## src/rtl/bp_sac_io_req_tracker.sv

```systemverilog
// Uncached I/O command/response tracker for the SAC accelerator port.
// Buffers commands, limits in-flight count, holds responses, flags errors.
module bp_sac_io_req_tracker #(
  parameter int msg_width_p       = 100,
  parameter int max_outstanding_p = 2,
  parameter int timeout_cycles_p  = 1024
) (
  input  logic                   clk_i,
  input  logic                   reset_i,
  input  logic [msg_width_p-1:0] acc_cmd_i,
  input  logic                   acc_cmd_v_i,
  output logic                   acc_cmd_ready_o,
  output logic [msg_width_p-1:0] acc_resp_o,
  output logic                   acc_resp_v_o,
  input  logic                   acc_resp_yumi_i,
  output logic [msg_width_p-1:0] net_cmd_o,
  output logic                   net_cmd_v_o,
  input  logic                   net_cmd_yumi_i,
  input  logic [msg_width_p-1:0] net_resp_i,
  input  logic                   net_resp_v_i,
  output logic                   net_resp_ready_o,
  input  logic                   clear_i,
  output logic [2:0]             outstanding_o,
  output logic                   idle_o,
  output logic                   timeout_err_o,
  output logic                   stray_err_o
);

  localparam int tw_lp = $clog2(timeout_cycles_p + 1);
  localparam logic [2:0] max_os_lp = 3'(max_outstanding_p);
  localparam logic [tw_lp-1:0] to_max_lp = tw_lp'(timeout_cycles_p);

  logic [msg_width_p-1:0] mem0_q, mem0_d;
  logic [msg_width_p-1:0] mem1_q, mem1_d;
  logic                   wr_q, wr_d;
  logic                   rd_q, rd_d;
  logic [1:0]             cnt_q, cnt_d;
  logic [2:0]             os_q, os_d;
  logic [msg_width_p-1:0] resp_data_q, resp_data_d;
  logic                   resp_full_q, resp_full_d;
  logic [tw_lp-1:0]       tcnt_q, tcnt_d;
  logic                   to_err_q, to_err_d;
  logic                   stray_q, stray_d;

  logic fifo_full, fifo_empty, credit;
  logic enq, deq;
  logic resp_acc, resp_cnt, resp_stray;

  // Handshakes and status outputs, all from registered state
  always_comb begin
    fifo_full        = (cnt_q == 2'd2);
    fifo_empty       = (cnt_q == 2'd0);
    credit           = (os_q < max_os_lp);
    acc_cmd_ready_o  = ~fifo_full;
    net_cmd_v_o      = ~fifo_empty & credit;
    net_cmd_o        = rd_q ? mem1_q : mem0_q;
    net_resp_ready_o = ~resp_full_q;
    acc_resp_v_o     = resp_full_q;
    acc_resp_o       = resp_data_q;
    enq              = acc_cmd_v_i & ~fifo_full;
    deq              = net_cmd_yumi_i & ~fifo_empty & credit;
    resp_acc         = net_resp_v_i & ~resp_full_q;
    resp_cnt         = resp_acc & (os_q != 3'd0);
    resp_stray       = resp_acc & (os_q == 3'd0);
    outstanding_o    = os_q;
    idle_o           = fifo_empty & (os_q == 3'd0)
                     & ~resp_full_q;
    timeout_err_o    = to_err_q;
    stray_err_o      = stray_q;
  end

  // Next-state for FIFO, credit count, resp buffer, timeout, flags
  always_comb begin
    mem0_d      = mem0_q;
    mem1_d      = mem1_q;
    wr_d        = wr_q;
    rd_d        = rd_q;
    cnt_d       = cnt_q;
    os_d        = os_q;
    resp_data_d = resp_data_q;
    resp_full_d = resp_full_q;
    tcnt_d      = tcnt_q;

    if (enq) begin
      if (wr_q) mem1_d = acc_cmd_i;
      else      mem0_d = acc_cmd_i;
      wr_d = ~wr_q;
    end
    if (deq) rd_d = ~rd_q;

    case ({enq, deq})
      2'b10:   cnt_d = cnt_q + 2'd1;
      2'b01:   cnt_d = cnt_q - 2'd1;
      default: cnt_d = cnt_q;
    endcase

    case ({deq, resp_cnt})
      2'b10:   os_d = os_q + 3'd1;
      2'b01:   os_d = os_q - 3'd1;
      default: os_d = os_q;
    endcase

    if (acc_resp_yumi_i & resp_full_q) resp_full_d = 1'b0;
    if (resp_cnt) begin
      resp_full_d = 1'b1;
      resp_data_d = net_resp_i;
    end

    if ((os_q == 3'd0) | resp_acc)
      tcnt_d = '0;
    else if (tcnt_q != to_max_lp)
      tcnt_d = tcnt_q + tw_lp'(1);

    // Set wins over clear on the sticky flags
    to_err_d = (to_err_q & ~clear_i) | (tcnt_q == to_max_lp);
    stray_d  = (stray_q & ~clear_i) | resp_stray;
  end

  // State registers, asynchronously reset
  always_ff @(posedge clk_i or posedge reset_i) begin
    if (reset_i) begin
      mem0_q      <= '0;
      mem1_q      <= '0;
      wr_q        <= 1'b0;
      rd_q        <= 1'b0;
      cnt_q       <= 2'd0;
      os_q        <= 3'd0;
      resp_data_q <= '0;
      resp_full_q <= 1'b0;
      tcnt_q      <= '0;
      to_err_q    <= 1'b0;
      stray_q     <= 1'b0;
    end else begin
      mem0_q      <= mem0_d;
      mem1_q      <= mem1_d;
      wr_q        <= wr_d;
      rd_q        <= rd_d;
      cnt_q       <= cnt_d;
      os_q        <= os_d;
      resp_data_q <= resp_data_d;
      resp_full_q <= resp_full_d;
      tcnt_q      <= tcnt_d;
      to_err_q    <= to_err_d;
      stray_q     <= stray_d;
    end
  end

endmodule

```

## config.mk

```make
export PLATFORM = sky130hd
export DESIGN_NAME = bp_sac_io_req_tracker
export DESIGN_NICKNAME = d
export VERILOG_FILES = /design/src/rtl/bp_sac_io_req_tracker.sv
export SDC_FILE = /design/constraint.sdc
export NUM_CORES = 1
export LEC_CHECK = 0
export BUFFER_PORTS_ARGS = -buffer_cell sky130_fd_sc_hd__buf_2
export CAP_MARGIN = 0
export CORE_MARGIN = 2
export CORE_UTILIZATION = 30
export CTS_BUF_LIST = sky130_fd_sc_hd__clkbuf_4
export CTS_CLUSTER_SIZE = 25
export DETAILED_ROUTE_END_ITERATION = 8
export PLACE_DENSITY = 0.56
export SLEW_MARGIN = 20
export SYNTH_ARGS = -nofsm -noshare
export SYNTH_HDL_FRONTEND = slang
export SYNTH_SLANG_ARGS = --single-unit
```

## constraint.sdc

```tcl
create_clock -name clk_i -period 13.2 [get_ports clk_i]
set_input_delay 0.66 -clock clk_i [delete_from_list [all_inputs] [get_ports clk_i]]
set_output_delay 0.66 -clock clk_i [all_outputs]
set_load 0.005 [all_outputs]
```

=== Word level (Yosys, flattened, before mapping) ===
Cells that the tools add are included.

* Output and inout port bits: 210
* Memories: 0
* Bits in latches: 0
* ROM bits: 0
* Bits in writable memories: 0
* Register bits: 321
* Word-level logic and storage cells: 61

* Equality and inequality tests: 7
* Reductions and logical operators: 9
* Add/sub/neg operators: 5
* $mul: 0
* Multiplexer cells: 7
* Div/mod/pow operators: 0
* Bitwise operators: 21
* Shift operators: 0
* Order comparisons: 1

{| class="wikitable"
|+ Operators by type and width
! kind !! number
|-
| $mux W100 || 1
|-
| $mux W11 || 2
|-
| $and A1 B1 Y1 || 12
|-
| $add A11 B1 Y11 const B || 1
|-
| $eq A11 B11 Y1 const B || 1
|-
| $ne A11 B11 Y1 const B || 1
|-
| $reduce_bool A2 Y1 || 4
|-
| $eq A2 B2 Y1 const B || 3
|-
| $not A1 Y1 || 6
|-
| $pmux W3 S2 || 1
|-
| $eq A2 B1 Y1 const B || 2
|-
| $pmux W2 S2 || 1
|-
| $reduce_and A2 Y1 || 2
|-
| $add A3 B1 Y3 const B || 1
|-
| $logic_not A3 Y1 || 1
|-
| $lt A3 B2 Y1 const B || 1
|-
| $or A1 B1 Y1 || 3
|-
| $reduce_bool A3 Y1 || 1
|-
| $sub A3 B1 Y3 const B || 1
|-
| $add A2 B1 Y2 const B || 1
|-
| $logic_not A2 Y1 || 1
|-
| $mux W1 || 2
|-
| $sub A2 B1 Y2 const B || 1
|}

=== Logic depth before layout (Yosys ltp) ===
Gate-level depths: netlist of the first run.

* Depth in word-level cells: 6
* Mapped depth: 10
* Depth with buffers taken out: 8

=== Least setup slack after synthesis of the first run ===
No wires, ideal clock.

* Path kind: input-to-reg
* Start point: input net_resp_v_i
* End point: register os_q[2] (netlist: outstanding_o[2])
* Data arrival time: 2.208 ns
* Cell stages on the path: 10
* Data required time: 13.121 ns
* Setup time: 0.079 ns
* Setup slack: 10.913 ns
* Path buffers: 2
* Cell sequence: nand2b_1 -> clkbuf_2 -> nor2b_4 -> buf_2 -> ha_1 -> inv_1 -> fa_1 -> xor2_1 -> nor2_1 -> xor2_1

* Word-level cells in the longest chain between the ends: 4

{| class="wikitable"
|+ Ends and longest elaborated chain
! item !! line !! RTL
|-
| from (decl) || 20 || <nowiki>input logic net_resp_v_i,</nowiki>
|-
| $and A1 B1 Y1 * || 62 || <nowiki>resp_acc = net_resp_v_i & ~resp_full_q;</nowiki>
|-
| $and A1 B1 Y1 * || 63 || <nowiki>resp_cnt = resp_acc & (os_q != 3'd0);</nowiki>
|-
| named net resp_cnt || 47 || <nowiki>logic resp_acc, resp_cnt, resp_stray;</nowiki>
|-
| $eq A2 B1 Y1 / $eq A2 B2 Y1 (equally long branches) || 97 || <nowiki>case ({deq, resp_cnt})</nowiki>
|-
| $pmux W3 S2 / $reduce_bool A2 Y1 (equally long branches) || - ||
|-
| to (signal assigned) || 139 || <nowiki>os_q <= os_d;</nowiki>
|-
| to (decl) || 38 || <nowiki>logic [2:0] os_q, os_d;</nowiki>
|}

Mark *: on every way through the listed nets, which the timed path passes. The rest lies on a longest branch.
A chain may end at the register's enable or synchronous reset.

=== Worst setup path in the final report of the first run ===
* Start point: register rd_q
* End point: output net_cmd_o[58]

* Word-level cells in the longest chain between the ends: 1

{| class="wikitable"
|+ Ends and longest elaborated chain
! item !! line !! RTL
|-
| from (decl) || 36 || <nowiki>logic rd_q, rd_d;</nowiki>
|-
| from (signal assigned) || 137 || <nowiki>rd_q <= rd_d;</nowiki>
|-
| $mux W100 || 56 || <nowiki>net_cmd_o = rd_q ? mem1_q : mem0_q;</nowiki>
|-
| to (decl) || 16 || <nowiki>output logic [msg_width_p-1:0] net_cmd_o,</nowiki>
|}

Every way passes these cells.

==> results.cfg, run 1 <==
[outcome]
status = complete, no violations

[logic_synthesis]
synth_flop_cell = dfrtp_1
yosys-top-cells-area = dfrtp_1 (59%), mux2_2 (26%), mux2_4 (8.8%), buf_8 (0.88%), buf_2 (0.84%)
async_flop_share = 1.00
syn-num-nets = 1063
syn_area_um2 = 13700
synth_commonest_cells = dfrtp_1 (321), mux2_2 (320), mux2_4 (80)
ys_types = 33
syn_area_per_cell_um2 = 16.1
synth-seq-cells = 321
synth_top_cell_area_share = 0.586
synth_warnings = 0
synth_area_leader_cell = dfrtp_1
syn-instance-count = 851
synth_most_common_cell = dfrtp_1
seq_area_frac_synth = 0.586
synth-edff-count = 0

[placement]
port_buffers = 416
gp_congestion = 0.788
dp_cells = 1830
hpwl_mm = 23.3

[worst_setup_path]
end_kind = output port
r2r_start = outstanding_o[0]
critPathKind = reg -> out
cp_max_fo = 63
crit_start = rd_q
worstSetupStartpointType = flip-flop
required_ns = 12.54
cp.arrival_ns = 3.12

[sta]
finalCriticalPeriod_ns = 3.78
slew_viol_final = 0
worst_pin_slew_ns = 1.07
setup_viol = 0
fin_crit_sh = 0.286
fmax_mhz = 265
rsz0062_at_grt = no
max_slew_margin = 0.287
hold_viol = 0
fin_skew_ns = 0.0451
fin_setup_tns_ns = 0

[finish]
syn2layout_area_growth_pct = 35.7
seq_area_um2 = 8040
nets = 1642
drive_gt1_frac = 0.652
nFillCells = 4340
finalNonFillerCells = 2100
multi_input_area_um2 = 5330

[drt]
initialDrtViolationCount = 308
via_per_inst = 4.42
drt_wl_total_mm = 34.5
final_antenna_net_count = 0
drcViolationCount = 0
vias = 9283
first_pass_iters = 5
wl_per_cell_um = 16.4

[worst_hold_path]
min_from = acc_cmd_i[96]
hp-class = in -> reg

[pwr]
p_leak_uw = 0.00878
vdd_drop_max_uv = 174
power.density_nw_per_um2 = 243

[clocking]
cts_tree = done
cts_buffers = 91
clockBufferDepth = 3
ctsResizeCount = 0
clk-insertion-delay-late_ns = 0.79
cts-hold-fix-buffers = 105
postCtsSetupBuffers = 0
cts.reportedPaths.clkPinSlew_ns = 0.06
clock_sinks = 321
ctsRootBufferMaster = clkbuf_4
htree_levels = 3

[grt]
grt_max_degree = 140
grt_pass1_vias = 10200
track_usage = 0.147
grt_pass1_wl_mm = 54.5
grt_overflow_total = 0
antenna_found_initial = 7

[floorplan]
die_area_um2 = 47400
start_util = 0.303
die_w_um = 218
fp-row-count = 78
io_pins = 417
dieHeight_um = 218
coreArea_um2 = 45200

[run]
cap_violations = 0
report_power, final:
group          total (uW)  switching, uW  internal (uW)  leakage, uW
combinational        1840            720           1120      0.00430
clock                 928            415            513     0.000687
sequential           1750            274           1480      0.00380
layer usage:
layer	GRT usage	routed length, um
met3	0.0538	2240
met2	0.235	16900
met1	0.174	14200
met5	0	30
met4	0.0721	1160
cells in the final DEF, fill, tap and decap left out, types with 2 or more instances in the layout:
cell	n
a21oi_1	6
buf_2	416
buf_4	10
bufinv_16	3
clkbuf_4	132
clkinv_1	14
clkinv_2	4
dfrtp_1	320
diode_2	9
dlygate4sd3_1	106
ha_1	4
inv_1	10
mux2_2	320
mux2_4	80
mux2i_1	3
nand2_1	4
nand2b_1	2
nand3_1	8
nand4_1	2
nor2_1	5
nor3_1	2
nor4_1	3
o21ai_0	2
o31ai_1	4
or3_1	3
or4_1	4
xnor2_1	6
xor2_1	5
kinds of logic (layout without fill, tap and decap cells):
family,Yosys count,count (layout),share of synthesized area
flops,321,321,0.586
buf+inv,58,698,0.0258
simple gates,38,38,0.0162
compound gates,15,15,0.00685
xor+xnor,11,11,0.00703
mux,403,403,0.353
fa+ha+maj,5,5,0.00511
other cells,0,9,0
path summary, 6_finish.rpt:
check | end | slack [ns] | depth (start not counted)
worst max-delay path | net_cmd_o[58] | 9.42 | 3
worst min-delay path | mem1_q[96] | 0.11 | 2
worst max register to register | acc_resp_o[58] | 10.16 | 5
worst min register to register | stray_err_o | 0.49 | 1
max in group asynchronous | mem1_q[82] | 10.75 | 5
min in group asynchronous | acc_resp_o[29] | 0.39 | 3
stage by stage:
stage	cell area [um^2]	hold WS [ns]	total power, uW	util	setup slack (ns)
6_report	18600	0.112	4520	0.412	9.42
2_1_floorplan	13700	0.459	2910	-	3.66
3_5_place_dp	16300	0.468	3610	0.361	9.80
3_3_place_gp	16300	0.465	3560	0.361	9.84
5_1_grt	18600	0.00339	4840	0.411	9.17
4_1_cts	18500	0.0000749	4610	0.410	9.24
flip-flops by register name, summed over array words and instances (netlist names):
name           cells
acc_resp_o       100
mem0_q           100
mem1_q           100
tcnt_q            11
outstanding_o      3
cnt_q              2
acc_resp_v_o       1
rd_q               1
stray_err_o        1
timeout_err_o      1
wr_q               1
worst max-delay path, cell delays in order (launching register included):
cell	delay, ns
dfrtp_4	0.84
buf_4	0.82
mux2_2	0.42
buf_2	0.14
cell type report:
cell class	instances	share of cell area
Antenna cell	9	0.00121
Clock buffer	132	0.0533
Clock inverter	22	0.00915
Inverter	11	0.00262
Multi-Input combinational cell	472	0.287
Sequential cell	321	0.432
Tap cell	600	0.0404
Timing Repair Buffer	533	0.175
No activity file was read; power rests on OpenSTA's default activity.
==> run 2: changes to the inputs <==
--- a/config.mk
+++ b/config.mk
@@ -5,6 +5,7 @@
 export SDC_FILE = /design/constraint.sdc
 export NUM_CORES = 1
 export LEC_CHECK = 0
+export ABC_AREA = 1
 export BUFFER_PORTS_ARGS = -buffer_cell sky130_fd_sc_hd__buf_2
 export CAP_MARGIN = 0
 export CORE_MARGIN = 2
@@ -12,7 +13,7 @@
 export CTS_BUF_LIST = sky130_fd_sc_hd__clkbuf_4
 export CTS_CLUSTER_SIZE = 25
 export DETAILED_ROUTE_END_ITERATION = 8
-export PLACE_DENSITY = 0.56
+export PLACE_DENSITY = 0.58
 export SLEW_MARGIN = 20
 export SYNTH_ARGS = -nofsm -noshare
 export SYNTH_HDL_FRONTEND = slang
==> constraint.sdc (replaced) <==
create_clock -name clk_i -period 3.1 [get_ports clk_i]
set_input_delay 0.155 -clock clk_i [delete_from_list [all_inputs] [get_ports clk_i]]
set_output_delay 0.155 -clock clk_i [all_outputs]
set_load 0.005 [all_outputs]
==> run 2 against run 1 <==
Non-clock buffer count up 210. Clock power increased to 4.1 times the previous value. Via count is 44% higher. Global-route usage increased by 3.5 points. Critical path depth grew 4. Sequential share of layout area shrank 4.4 points. Sequential cell count unchanged. Sequential power rose to 4.1 times the previous value. First-iteration DRC count grew 130%. Register-to-register slack got worse by 9.5 ns. Cell count grew 46%. Critical endpoint is now acc_resp_o[37]. Largest power group unchanged.
==> results.cfg, run 2 <==
[clocking]
clock_sinks = 321
cts_tree = done
clk-insertion-delay-late_ns = 0.82
htree_levels = 3
postCtsSetupBuffers = 0
clockBufferDepth = 3
ctsRootBufferMaster = clkbuf_4
cts_buffers = 92
ctsResizeCount = 0
cts.reportedPaths.clkPinSlew_ns = 0.07

[worst_setup_path]
end_kind = flip-flop
worstSetupStartpointType = flip-flop
path_cells = nor2_1 -> nand2_4 -> inv_2 -> buf_4 -> buf_4 -> nand2_1 -> nand2_1
cp.arrival_ns = 3.15
crit_path_top_delay_cell = buf_4
path_delay_family = buffers and inverters
cp_num_buf_inv = 3
critPathKind = reg -> reg
slowest_delay_ns = 0.62
cp_max_fo = 69
required_ns = 3.79

[logic_synthesis]
synth_area_leader_cell = dfrtp_1
syn_area_per_cell_um2 = 8.55
synth-seq-cells = 321
synth_top_cell_area_share = 0.573
synth_commonest_cells = nand2_1 (818), dfrtp_1 (321), inv_1 (127)
yosys-top-cells-area = dfrtp_1 (57%), nand2_1 (22%), o21ai_2 (5.7%), o21ai_0 (3.9%), inv_1 (3.4%)
synth-edff-count = 0
syn-instance-count = 1639
synth_warnings = 0
syn-num-nets = 1851
synth_most_common_cell = nand2_1
seq_area_frac_synth = 0.573
ys_types = 25
synth_flop_cell = dfrtp_1
async_flop_share = 1.00
syn_area_um2 = 14000

[sta]
setup_viol = 0
rsz0062_at_grt = no
fin_crit_sh = 0.794
finalCriticalPeriod_ns = 2.46
slew_viol_final = 0
worst_pin_slew_ns = 0.934
max_slew_margin = 0.376
fmax_mhz = 407
fin_skew_ns = 0.0559
hold_viol = 0

[floorplan]
coreArea_um2 = 46400
fp-row-count = 79
dieHeight_um = 220
start_util = 0.302
io_pins = 417
die_area_um2 = 48500
die_w_um = 220

[placement]
hpwl_mm = 26.5
port_buffers = 416
place_area_um2 = 16600
gp_congestion = 0.768

[finish]
fin_util = 0.446
nets = 2599
nFillCells = 4419
drive_gt1_frac = 0.286
layout_commonest_cell = nand2_1
mostFrequentLayoutCells = nand2_1 (817), buf_2 (416), dfrtp_1 (320)
syn2layout_area_growth_pct = 47.6
final_area_um2 = 20700

[outcome]
status = complete, no violations

[grt]
grt_pass1_vias = 13900
antenna_found_initial = 2
track_usage = 0.181
grt_pass1_wl_mm = 69.9
grt_max_degree = 124
grt_overflow_total = 0

[worst_hold_path]
hp-class = in -> reg

[pwr]
total_power_uw = 19000
vdd_drop_max_uv = 489
p_leak_uw = 0.0113
power.density_nw_per_um2 = 920

[drt]
via_per_inst = 4.38
drcViolationCount = 0
final_antenna_net_count = 0
wl_per_cell_um = 14.4
vias = 13400
first_pass_iters = 4
initialDrtViolationCount = 702
drt_wl_total_mm = 44.0

[run]
cap_violations = 0
==> run 2: cell types whose count changed after synthesis, sizes merged, moves of 23 or more <==
| cell | delta |
|---|---|
| o21ai | +207 |
| clkbuf | +29 |
| nand2 | +826 |
| nor2 | +23 |
| mux2 | -400 |
| inv | +117 |
==> run 2: cells by family after synthesis <==
| kind of cell | after synthesis | synth area share |
|---|---|---|
| AO/OA/AOI/OAI | 213 | 0.100 |
| AND/OR/NAND/NOR | 876 | 0.240 |
| flip-flops | 321 | 0.573 |
| buffers and inverters | 217 | 0.0776 |
| adder cells (fa/ha/maj) | 5 | 0.00500 |
| XOR/XNOR | 7 | 0.00437 |
==> run 2: cell type report <==
cell class	count	area, um^2	area share
antenna	3	7.51	0.000363
multi-input combinational	1101	4920	0.238
timing repair buffer	743	5380	0.260
clock buffer	133	998	0.0482
tap	607	759	0.0367
inverter	128	485	0.0235
clock inverter	22	113	0.00544
sequential	321	8040	0.388
==> run 2: metal layers <==
layer  share of wire  up-vias  track usage
met4           0.033        0       0.0908
met5               0        -            0
met3           0.079       94       0.0610
met1            0.42     6262        0.214
met2            0.47      478        0.295
li1                -     6549            -
==> run 2: worst min-delay path: cells and delay by family <==
kind | cells | cell delay (ns)
buffers and inverters | 2 | 0.64
AND/OR/NAND/NOR | 2 | 0.09
==> run 2: path summary, 6_finish.rpt <==
kind	start	endpoint	slack, ns	cells past startpoint
min in group asynchronous	reset_i	acc_resp_v_o	0.67	4
max in group asynchronous	reset_i	acc_resp_o[1]	1.53	5
worst max-delay path	acc_resp_v_o	acc_resp_o[37]	0.64	7
worst max register to register	acc_resp_v_o	acc_resp_o[37]	0.64	7
worst min-delay path	net_resp_i[43]	acc_resp_o[43]	0.12	4
worst min register to register	acc_resp_o[95]	acc_resp_o[95]	0.47	2
==> run 2: timing repair <==
action                                  CTS  global route
hold endpoints to repair                358             0
endpoints found under the setup margin    0             0
hold buffers                            296             0
==> run 2: metrics by stage <==
step	hold slack (ns)	TNS [ns]	std cells	setup slack (ns)
global route	0.0418	0	3057	0.479
detailed placement	0.351	0	2604	0.836
CTS	0.00136	0	3055	0.643
finish	0.118	0	3058	0.640
global placement	0.346	0	2604	0.921
floorplan	0.251	-428.79	1639	-1.34
==> run 2: where the power goes <==
group	total [uW]	internal, uW	switching (uW)
registers	7260	6140	1120
logic	7950	3330	4630
clock network	3840	2030	1810
==> run 3: changes to the inputs <==
--- a/config.mk
+++ b/config.mk
@@ -13,7 +13,7 @@
 export CTS_BUF_LIST = sky130_fd_sc_hd__clkbuf_4
 export CTS_CLUSTER_SIZE = 25
 export DETAILED_ROUTE_END_ITERATION = 8
-export PLACE_DENSITY = 0.58
+export PLACE_DENSITY = 0.56
 export SLEW_MARGIN = 20
 export SYNTH_ARGS = -nofsm -noshare
 export SYNTH_HDL_FRONTEND = slang
==> constraint.sdc (replaced) <==
create_clock -name clk_i -period 2.53 [get_ports clk_i]
set_input_delay 0.1265 -clock clk_i [delete_from_list [all_inputs] [get_ports clk_i]]
set_output_delay 0.1265 -clock clk_i [all_outputs]
set_load 0.005 [all_outputs]
==> run 3 against run 2 <==
Clock power grew 21%. Critical endpoint is now net_cmd_o[67]. Critical path type is now reg -> out. First-iteration DRC count grew 17%. Cell count grew 1.1%. Via count grew 1.7%. Routed wire length grew 3.2%.
==> results.cfg, run 3 (synthesis results as in run 2) <==
[outcome]
status = complete, no violations

[pwr]
seq_power_share = 0.382
p_switching_uw = 9260
p_comb_frac = 0.418
total_power_uw = 23300
p_int_uw = 14000
vdd_drop_max_uv = 577
power.density_nw_per_um2 = 1110
p_leak_uw = 0.0114
sw_frac_of_total = 0.398
p_clk_frac = 0.199

[finish]
multi_input_area_um2 = 4920
layout_commonest_cell = nand2_1
final_area_um2 = 21100
seq_area_um2 = 8040
mostFrequentLayoutCells = nand2_1 (817), buf_2 (416), dlygate4sd3_1 (326)
drive_gt1_frac = 0.282
syn2layout_area_growth_pct = 50.2
nets = 2629
nFillCells = 4367

[sta]
timing.final.ws_setup_ns = 0.284
slew_viol_final = 0
fin_crit_sh = 0.888
fin_skew_ns = 0.0447
finalCriticalPeriod_ns = 2.25
hold_viol = 0
max_slew_margin = 0.251
setup_viol = 0
rsz0062_at_grt = no
fmax_mhz = 445
fin_setup_tns_ns = 0
worst_pin_slew_ns = 1.12

[grt]
grt_pass1_wl_mm = 71.9
grt_overflow_total = 0
grt_pass1_vias = 14200
antenna_found_initial = 3
track_usage = 0.187
grt_max_degree = 102

[placement]
gp_congestion = 0.795
place_area_um2 = 16700
hpwl_mm = 26.9
port_buffers = 416
place_ws_ns = 0.550

[drt]
final_antenna_net_count = 0
vias = 13600
initialDrtViolationCount = 819
first_pass_iters = 5
drt_wl_total_mm = 45.4
via_per_inst = 4.40
wl_per_cell_um = 14.7
drcViolationCount = 0

[clocking]
cts-hold-fix-buffers = 326
cts_tree = done
clk-insertion-delay-late_ns = 0.80
cts.reportedPaths.clkPinSlew_ns = 0.06
ctsRootBufferMaster = clkbuf_4
clockBufferDepth = 3
htree_levels = 3
postCtsSetupBuffers = 0
cts_buffers = 90
ctsResizeCount = 0
clock_sinks = 321

[worst_hold_path]
hp-class = in -> reg
hold_path_depth = 4

[run]
cap_violations = 0

[worst_setup_path]
path_cells = clkinv_2 -> buf_12 -> nand2_1 -> nand2_1 -> buf_2
cp.arrival_ns = 2.12
cp_common_cell = nand2_1
required_ns = 2.40
crit_path_top_delay_cell = dfrtp_4
worstSetupStartpointType = flip-flop
slowest_delay_ns = 0.50
end_kind = output port
rr_worst_depth = 7
critPathKind = reg -> out
cp_max_fo = 55

[floorplan]
die_w_um = 220
io_pins = 417
start_util = 0.302
dieHeight_um = 220
coreArea_um2 = 46400
fp-row-count = 79
die_area_um2 = 48500
-- run 3: cell count changes in the layout (fill, tap and decap cells not counted) --
cell and change:
inv_2 -3, dlygate4sd3_1 +30, buf_4 -2, bufinv_16 -1, diode_2 +1, buf_12 +4
clkbuf_4 +3, clkinv_1 +3
-- run 3: final timing paths --
check	startpoint	endpoint	slack, ns
worst max-delay path	rd_q	net_cmd_o[67]	0.28
worst min-delay path	net_resp_i[87]	acc_resp_o[87]	0.12
worst max register to register	acc_resp_v_o	acc_resp_o[22]	0.43
min in group asynchronous	reset_i	mem0_q[0]	0.60
max in group asynchronous	reset_i	mem1_q[64]	1.00
worst min register to register	mem0_q[78]	mem0_q[78]	0.48
-- run 3: cell type report --
class / instances / share of cell area
sequential: 321 / 0.382
timing repair buffer: 775 / 0.273
tap: 607 / 0.0361
clock inverter: 21 / 0.00392
inverter: 128 / 0.0231
multi-input combinational: 1101 / 0.234
clock buffer: 136 / 0.0485
antenna: 4 / 0.000475
-- run 3: critical path, delay by kind of cell (launching register included) --
family	cells	cell delay, ns
DFF	1	0.50
buffers and inverters	3	0.64
and+or+nand+nor	2	0.18
-- run 3: metal layers --
layer	track usage	up-vias	wire [um]
met5	0	-	0
met4	0.0888	0	1440
met3	0.0647	111	3980
met2	0.310	527	21600
met1	0.217	6355	18400
li1	-	6619	-
-- run 3: metrics by stage --
stage / hold WS, ns / util / cells
CTS: 0.0000714 / 0.454 / 3089
global route: 0.0547 / 0.454 / 3092
floorplan: 0.223 / - / 1639
global placement: 0.267 / 0.360 / 2606
finish: 0.120 / 0.454 / 3093
detailed placement: 0.273 / 0.360 / 2606
-- run 3: power groups by stage --
| stage | sequential [uW] | clock (uW) | combinational, uW |
|---|---|---|---|
| CTS | 8840 | 4840 | 9700 |
| global route | 9170 | 5140 | 11000 |
| detailed placement | 8850 | 0 | 9220 |
| finish | 8890 | 4640 | 9740 |
| floorplan | 8720 | 0 | 5630 |
| global placement | 8790 | 0 | 9030 |
